===== src/rtl/relu_pkg.sv =====
// Shared constants and the forward-pass mask rule for the ReLU activation datapath.
// The mask bit is the same one the forward core uses to decide pass/zero.
package relu_pkg;

  localparam int DATA_W   = 32;
  localparam int SIGN_BIT = 31;
  localparam logic [DATA_W-1:0] ZERO_WORD = 32'h0;

  // Only the sign matters: -0.0 counts as negative, +0.0 as non-negative.
  function automatic logic mask_bit(input logic [DATA_W-1:0] value);
    return ~value[SIGN_BIT];
  endfunction

endpackage


===== src/rtl/relu_mask_fifo.sv =====
// One-bit-wide synchronous FIFO holding forward-pass ReLU masks, with a
// synchronous flush that discards any push or pop in the same cycle.
module relu_mask_fifo
  import relu_pkg::*;
#(
  parameter int DEPTH = 1024
) (
  input  logic                     clk,
  input  logic                     rst,
  input  logic                     clr,
  input  logic                     push,
  input  logic                     wr_bit,
  input  logic                     pop,
  output logic                     rd_bit,
  output logic [$clog2(DEPTH):0]   count
);

  localparam int AW = $clog2(DEPTH);
  localparam int CW = AW + 1;
  localparam logic [CW-1:0] FULL_CNT = CW'(DEPTH);

  logic [AW-1:0] wr_ptr_q, wr_ptr_d;
  logic [AW-1:0] rd_ptr_q, rd_ptr_d;
  logic [CW-1:0] count_q, count_d;
  logic          push_en, pop_en;
  logic          mask_mem_q [DEPTH];

  always_comb begin
    push_en  = push && (count_q != FULL_CNT) && !clr;
    pop_en   = pop && (count_q != '0) && !clr;
    wr_ptr_d = wr_ptr_q;
    rd_ptr_d = rd_ptr_q;
    count_d  = count_q;
    if (clr) begin
      wr_ptr_d = '0;
      rd_ptr_d = '0;
      count_d  = '0;
    end else begin
      if (push_en) wr_ptr_d = wr_ptr_q + AW'(1);
      if (pop_en)  rd_ptr_d = rd_ptr_q + AW'(1);
      case ({push_en, pop_en})
        2'b10:   count_d = count_q + CW'(1);
        2'b01:   count_d = count_q - CW'(1);
        default: count_d = count_q;
      endcase
    end
  end

  always_ff @(posedge clk) begin
    if (!rst) begin
      wr_ptr_q <= '0;
      rd_ptr_q <= '0;
      count_q  <= '0;
    end else begin
      wr_ptr_q <= wr_ptr_d;
      rd_ptr_q <= rd_ptr_d;
      count_q  <= count_d;
    end
  end

  // Storage is never reset; the pointers alone define which entries are live.
  always_ff @(posedge clk) begin
    if (push_en) mask_mem_q[wr_ptr_q] <= wr_bit;
  end

  assign rd_bit = mask_mem_q[rd_ptr_q];
  assign count  = count_q;

endmodule


===== src/rtl/relu_backward.sv =====
// ReLU backward pass: records forward masks, then zeroes gradients whose forward
// input was negative. Define RELU_BWD_STATUS_EN to add Mask_Count/Underrun_Err.
module relu_backward
  import relu_pkg::*;
#(
  parameter int DATA_W     = relu_pkg::DATA_W,
  parameter int MASK_DEPTH = 1024
) (
  input  logic                        clk,
  input  logic                        rst,
  input  logic                        Clr,
  input  logic [DATA_W-1:0]           Fwd_Data_In,
  input  logic                        Fwd_Valid_In,
  output logic                        Fwd_Ready_Out,
  input  logic [DATA_W-1:0]           Grad_In,
  input  logic                        Grad_Valid_In,
  output logic                        Grad_Ready_Out,
  output logic [DATA_W-1:0]           Grad_Out,
  output logic                        Grad_Valid_Out,
  input  logic                        Grad_Ready_In
`ifdef RELU_BWD_STATUS_EN
  ,
  output logic [$clog2(MASK_DEPTH):0] Mask_Count,
  output logic                        Underrun_Err
`endif
);

  localparam int CW = $clog2(MASK_DEPTH) + 1;
  localparam logic [CW-1:0] FULL_CNT = CW'(MASK_DEPTH);

  logic [CW-1:0]     mask_count;
  logic              rd_mask;
  logic              push, pop, pop_fire;
  logic [DATA_W-1:0] grad_out_q, grad_out_d;
  logic              grad_valid_q, grad_valid_d;

  // Readiness comes only from registered occupancy, never from same-cycle traffic.
  assign Fwd_Ready_Out  = (mask_count != FULL_CNT);
  assign Grad_Ready_Out = (mask_count != '0) && (!grad_valid_q || Grad_Ready_In);
  assign push           = Fwd_Valid_In && Fwd_Ready_Out;
  assign pop            = Grad_Valid_In && Grad_Ready_Out;
  assign pop_fire       = pop && !Clr;

  relu_mask_fifo #(
    .DEPTH (MASK_DEPTH)
  ) u_mask_fifo (
    .clk    (clk),
    .rst    (rst),
    .clr    (Clr),
    .push   (push),
    .wr_bit (mask_bit(Fwd_Data_In)),
    .pop    (pop),
    .rd_bit (rd_mask),
    .count  (mask_count)
  );

  always_comb begin
    grad_out_d   = grad_out_q;
    grad_valid_d = grad_valid_q;
    if (pop_fire) begin
      grad_out_d   = rd_mask ? Grad_In : ZERO_WORD;
      grad_valid_d = 1'b1;
    end else if (Grad_Ready_In) begin
      grad_valid_d = 1'b0;
    end
  end

  always_ff @(posedge clk) begin
    if (!rst) begin
      grad_out_q   <= '0;
      grad_valid_q <= 1'b0;
    end else begin
      grad_out_q   <= grad_out_d;
      grad_valid_q <= grad_valid_d;
    end
  end

  assign Grad_Out       = grad_out_q;
  assign Grad_Valid_Out = grad_valid_q;

`ifdef RELU_BWD_STATUS_EN
  logic underrun_q, underrun_d;

  // Flush wins over a same-cycle underrun so a batch boundary always starts clean.
  always_comb begin
    underrun_d = underrun_q;
    if (Clr) begin
      underrun_d = 1'b0;
    end else if (Grad_Valid_In && (mask_count == '0) && !grad_valid_q) begin
      underrun_d = 1'b1;
    end
  end

  always_ff @(posedge clk) begin
    if (!rst) underrun_q <= 1'b0;
    else      underrun_q <= underrun_d;
  end

  assign Mask_Count   = mask_count;
  assign Underrun_Err = underrun_q;
`endif

endmodule

===== config.mk =====
export PLATFORM = sky130hd
export DESIGN_NAME = relu_backward
export DESIGN_NICKNAME = d
export VERILOG_FILES = /design/src/rtl/relu_pkg.sv /design/src/rtl/relu_mask_fifo.sv /design/src/rtl/relu_backward.sv
export SDC_FILE = /design/constraint.sdc
export NUM_CORES = 2
export LEC_CHECK = 0
export CAP_MARGIN = 20
export CORE_ASPECT_RATIO = 0.8
export CORE_MARGIN = 4
export CORE_UTILIZATION = 62
export DETAILED_ROUTE_END_ITERATION = 16
export PLACE_DENSITY = 0.8
export SYNTH_ARGS = -nofsm -noshare
export SYNTH_HDL_FRONTEND = slang
export SYNTH_SLANG_ARGS = --single-unit

===== constraint.sdc =====
create_clock -name clk -period 20.2 [get_ports clk]
set_input_delay 4.04 -clock clk [delete_from_list [all_inputs] [get_ports clk]]
set_output_delay 4.04 -clock clk [all_outputs]
set_load 0.01 [all_outputs]

# Yosys cells after proc, flatten, opt, wreduce, memory -nomap -nowiden
# Memory sizes are Yosys's and may differ from the RTL's. A register that Yosys moved wholly into a read port is not among the register bits.
# Cells that the tools add are included.
[op_classes] add_sub_neg=4 reduce_logical=15 eq_ne=3 mux=8 bitwise=2
[ops] operator="$mux 32" count=1
[ops] operator="$pmux 11 s2" count=1
[ops] operator="$add 10x1->10 const B" count=2
[ops] operator="$mux 10" count=2
[ops] operator="$add 11x1->11 const B" count=1
[ops] operator="$ne 11x11->1 const B" count=1
[ops] operator="$reduce_bool 11->1" count=1
[ops] operator="$sub 11x1->11 const B" count=1
[ops] operator="$logic_and 1x1->1" count=8
[ops] operator="$mux 1" count=4
[ops] operator="$reduce_bool 2->1" count=2
[ops] operator="$eq 2x1->1 const B" count=1
[ops] operator="$eq 2x2->1 const B" count=1
[ops] operator="$logic_not 1->1" count=2
[ops] operator="$not 1->1" count=2
[ops] operator="$reduce_or 2->1" count=1
[ops] operator="$logic_or 1x1->1" count=1
[word_totals] n_memories=1 ramBits=1024 register_bits=64 in_bits=70 word_cells=38 output_inout_bits=35
[memory_table] memory="u_mask_fifo.mask_mem_q" depth=1024 width=1 rd=1 rd_ports_with_merged_regs=1 wr=1 line="relu_mask_fifo.sv:26" rtl="logic mask_mem_q [DEPTH];"

# Depth between registers and ports, before layout
[depth] ltp_word=8 depth_mapped=17 ltp_nobuf=15

# Cells and area by module
# A second synthesis with hierarchy kept.
[hier_totals] cells_unflattened=3467 hier_area_um2=47852.1
[by_module_without_submodules] module="relu_mask_fifo" area_per_inst_um2=46395.7 seq_area_each_um2=31570.3 cells_per_inst=3312 n_inst=1
[by_module_without_submodules] module="relu_backward" area_per_inst_um2=1456.4 seq_area_each_um2=660.6 cells_per_inst=155 n_inst=1

# Worst setup path after synthesis
# No wires, ideal clock.
[synth_path] path_kind="input-to-reg" startpoint="input Fwd_Data_In[31]" endpoint="memory u_mask_fifo.mask_mem_q[0], data pin" stages=1 path_slack_ns=2.760 arrival_time_ns=14.961 setup_ns=2.479 n_path_buf=0 required_time_ns=17.721 path_cell_list="inv_1"
[synth_via] elab_chain_cells=1
[synth_rtl] item="from (decl)" line="relu_backward.sv:12" rtl="input logic [DATA_W-1:0] Fwd_Data_In,"
[synth_rtl] item="$not 1->1" line="relu_pkg.sv:11" rtl="return ~value[SIGN_BIT];"
[synth_rtl] item="to (decl)" line="relu_mask_fifo.sv:26"
# No other way between the ends.

# Worst setup path in the final report
[layout_path] startpoint="input Grad_Ready_In" endpoint="output Grad_Ready_Out"
[layout_via] elab_chain_cells=2
[layout_rtl] item="from (decl)" line="relu_backward.sv:20" rtl="input logic Grad_Ready_In"
[layout_rtl] item="$logic_or 1x1->1" line="relu_backward.sv:39" rtl="assign Grad_Ready_Out = (mask_count != '0) && (!grad_valid_q || Grad_Ready_In);"
[layout_rtl] item="$logic_and 1x1->1" line="relu_backward.sv:39"
[layout_rtl] item="to (decl)" line="relu_backward.sv:17" rtl="output logic Grad_Ready_Out,"
# No other way between the ends.

==> qor.txt <==
Post-synth EDFFs -> 1024
HP Class -> flip-flop to flip-flop
Clock-pin slew on the worst setup and hold paths -> 0.06 ns
Hold path endpoint -> Grad_Out[23]
Starting Density -> 62.83%
CP peak stage delay -> 0.62 ns
Synth Cell Area -> 0.04762 sq mm
Fin. Hold Viols -> 0
Setup TNS -> 0 ns
Vias in the first global route -> 29140
Count leader, synth -> nor2_1
Largest net degree at the start of global routing -> 344
Outcome -> finished with violations
Hold Buf Count CTS -> 0
R2R Setup Slk -> 14.91 ns
Hold_sp -> Grad_Out[23]
Syn nets -> 3452
YS warnings -> 0
Achievable Freq -> 0.1056 GHz
WL/cell -> 29.13 microns
IR drop worst, VDD -> 0.00009475 V
Total Power -> 4.526 mW
Max clock buf depth -> 3
Core area -> 0.07579 sq mm
Yosys reg bits -> 1098
Cells on worst reg2reg path -> 11
Leakage power -> 15.21 nW
Final worst setup slack -> 10.73 ns
Kind of critical path -> input port to primary output
Slew HR -> -5.600%
Maxcap violations -> 0
Pins Over Slew Limit -> 180
Critical path peak fanout -> 2
Port bufs -> 73
Clock sink total -> 1098
Power Dens Cells -> 86.22 mW/mm^2
Antenna cells -> 0
Vias -> 29817
Pre-CTS WS -> 10.74 ns
Share of cells above drive strength 1 -> 15.27%
RePlAce Congestion -> 0.8807
Yosys top cell by area -> edfxtp_1
Clk_lat worst skew -> 0.68 ns
Area Growth Syn to Fin -> 10.25%
First-pass GRT wire length -> 186200 microns
Tightest Pin Transition -> 1.584 ns
FF-to-FF End -> Grad_Out[11]
CP dominant cell by count -> clkdlybuf4s50_1
Die Wd -> 317.8 microns
Top area cells in the synthesized netlist -> edfxtp_1 (65%), mux4_2 (10%), nor2_1 (8.5%), dfxtp_1 (3.1%), clkbuf_1 (1.8%)
Clock root cell -> clkbuf_16
Drt total wl -> 128500 microns
Post-route DRC -> 0
Most instantiated cells after synthesis -> nor2_1 (1080), edfxtp_1 (1024), clkbuf_1 (232)
Die Area -> 0.08133 sq mm
Tot GR Track Use -> 30.94%
I/O Pins -> 105
Post-DRT Antenna Nets -> 0
Row count -> 90
Sequential fraction of the synthesis area -> 67.69%
Nets -> 3390
Initial antenna violation count -> 4
GRT overflow -> 0
Detailed placement HPWL -> 69350 microns
Crit-path slowest cell -> clkdlybuf4s50_1
DR vias/cell -> 6.761
Worst EP arrival -> 5.43 ns
Crit path launch type -> input port
Number of DRC markers in iteration 0 -> 5859
Synth top area share -> 64.58%
CTS tree -> built
Crit path time final -> 9.466 ns
Critical Path Sink Type -> primary output
Total CTS buffers -> 103
Post-CTS resize count -> 0
H-tree depth -> 3
Avg Synthesized Cell Area -> 14.11 sq um
1st-pass router iterations -> 9
Crit share post-route -> 46.86%
Required time of the worst setup path -> 16.16 ns
Chip Height -> 255.9 microns
Setup Fix Bufs, Post-CTS -> 0
# setup viols final -> 0
Crit path cell chain -> clkdlybuf4s50_1, nor2b_1, a41oi_1, clkdlybuf4s50_1
Cell count after synthesis -> 3374
Clock Skew -> 0.02486 ns
Hold Path Stages -> 1
Failing checks -> max-slew violations
Ys flop type -> edfxtp_1
Yosys cell types -> 72
RSZ-0062 raised after global routing -> no
Synth async-reset ratio -> 0%
how the worst max path moves through the flow:
stage / start / endpoint / slack [ns] / cells after the start
after detailed placement: Grad_Ready_In / Grad_Ready_Out / 10.74 / 4
after floorplan: Fwd_Data_In[31] / u_mask_fifo.mask_mem_q[0] / 2.76 / 1
final: Grad_Ready_In / Grad_Ready_Out / 10.73 / 4
after global routing: Grad_Ready_In / Grad_Ready_Out / 10.70 / 4
after CTS: Grad_Ready_In / Grad_Ready_Out / 10.72 / 4
after global placement: Grad_Ready_In / Grad_Ready_Out / 10.80 / 4
per-layer routing:
layer,GRT usage (%),share of wire [%]
met5,0,0.039
met4,14.11,4.8
met3,9.218,15
met2,46.92,46
met1,42.04,34
flip-flops by register name, summed over array words and instances (netlist names), named ones only:
| register | cells |
|---|---|
| Grad_Out | 32 |
| Grad_Valid_Out | 1 |
| u_mask_fifo.count | 11 |
| u_mask_fifo.mask_mem_q | 1024 |
| u_mask_fifo.rd_ptr_q | 10 |
| u_mask_fifo.wr_ptr_q | 10 |
through the flow:
| stage | std cells | util [%] | cell area (sq um) | hold slack (ns) |
|---|---|---|---|---|
| 5_1_grt | 4410 | 69.27 | 52500 | 0.4903 |
| 6_report | 4410 | 69.27 | 52500 | 0.4745 |
| 3_5_place_dp | 4200 | 64.12 | 48600 | 0.4533 |
| 2_1_floorplan | 3374 | - | 47620 | 0.4838 |
| 3_3_place_gp | 4196 | 64.04 | 48530 | 0.4579 |
| 4_1_cts | 4391 | 68.61 | 52000 | 0.4761 |
area by class of cell:
type                       count  area (sq um)
multi-input combinational   1940         13770
timing repair buffer         153          1750
inverter                      16         67.56
sequential                  1098         32240
fill                        4743         23290
clock inverter                64         658.1
clock buffer                 127          2741
tap                         1012          1266
logic make-up (layout without fill, tap and decap cells):
logic type | Yosys count | in the layout | share of synthesized area, %
flops | 1098 | 1098 | 67.69
xor+xnor | 25 | 25 | 0.4598
compound gates | 230 | 230 | 3.676
mux | 317 | 317 | 12.76
simple gates | 1360 | 1360 | 11.60
buf+inv | 336 | 360 | 3.603
fa+ha+maj | 8 | 8 | 0.2102
power breakdown:
| group | switching [mW] | total (mW) | internal [mW] |
|---|---|---|---|
| registers | 0.00176 | 2.49 | 2.48 |
| logic | 0.0493 | 0.0718 | 0.0225 |
| clock network | 0.839 | 1.97 | 1.13 |
| total | 0.890 | 4.53 | 3.64 |
layout by cell type (no fill, tap or decap), types with 24 or more instances in the layout:
master,instances
dfxtp_1,68
clkinv_1,24
nand2_2,33
clkdlybuf4s50_1,73
a21oi_1,36
buf_4,56
edfxtp_1,1024
a22oi_1,59
a22o_1,41
nor2_1,1079
mux2i_1,82
nand2_1,100
clkbuf_16,106
mux4_2,221
critical path, delay by kind of cell:
family          cells  cell delay, ns
compound gates      1            0.25
buf+inv             2            1.08
simple gates        1            0.06
Note: power is estimated with default switching activity, not from simulation.
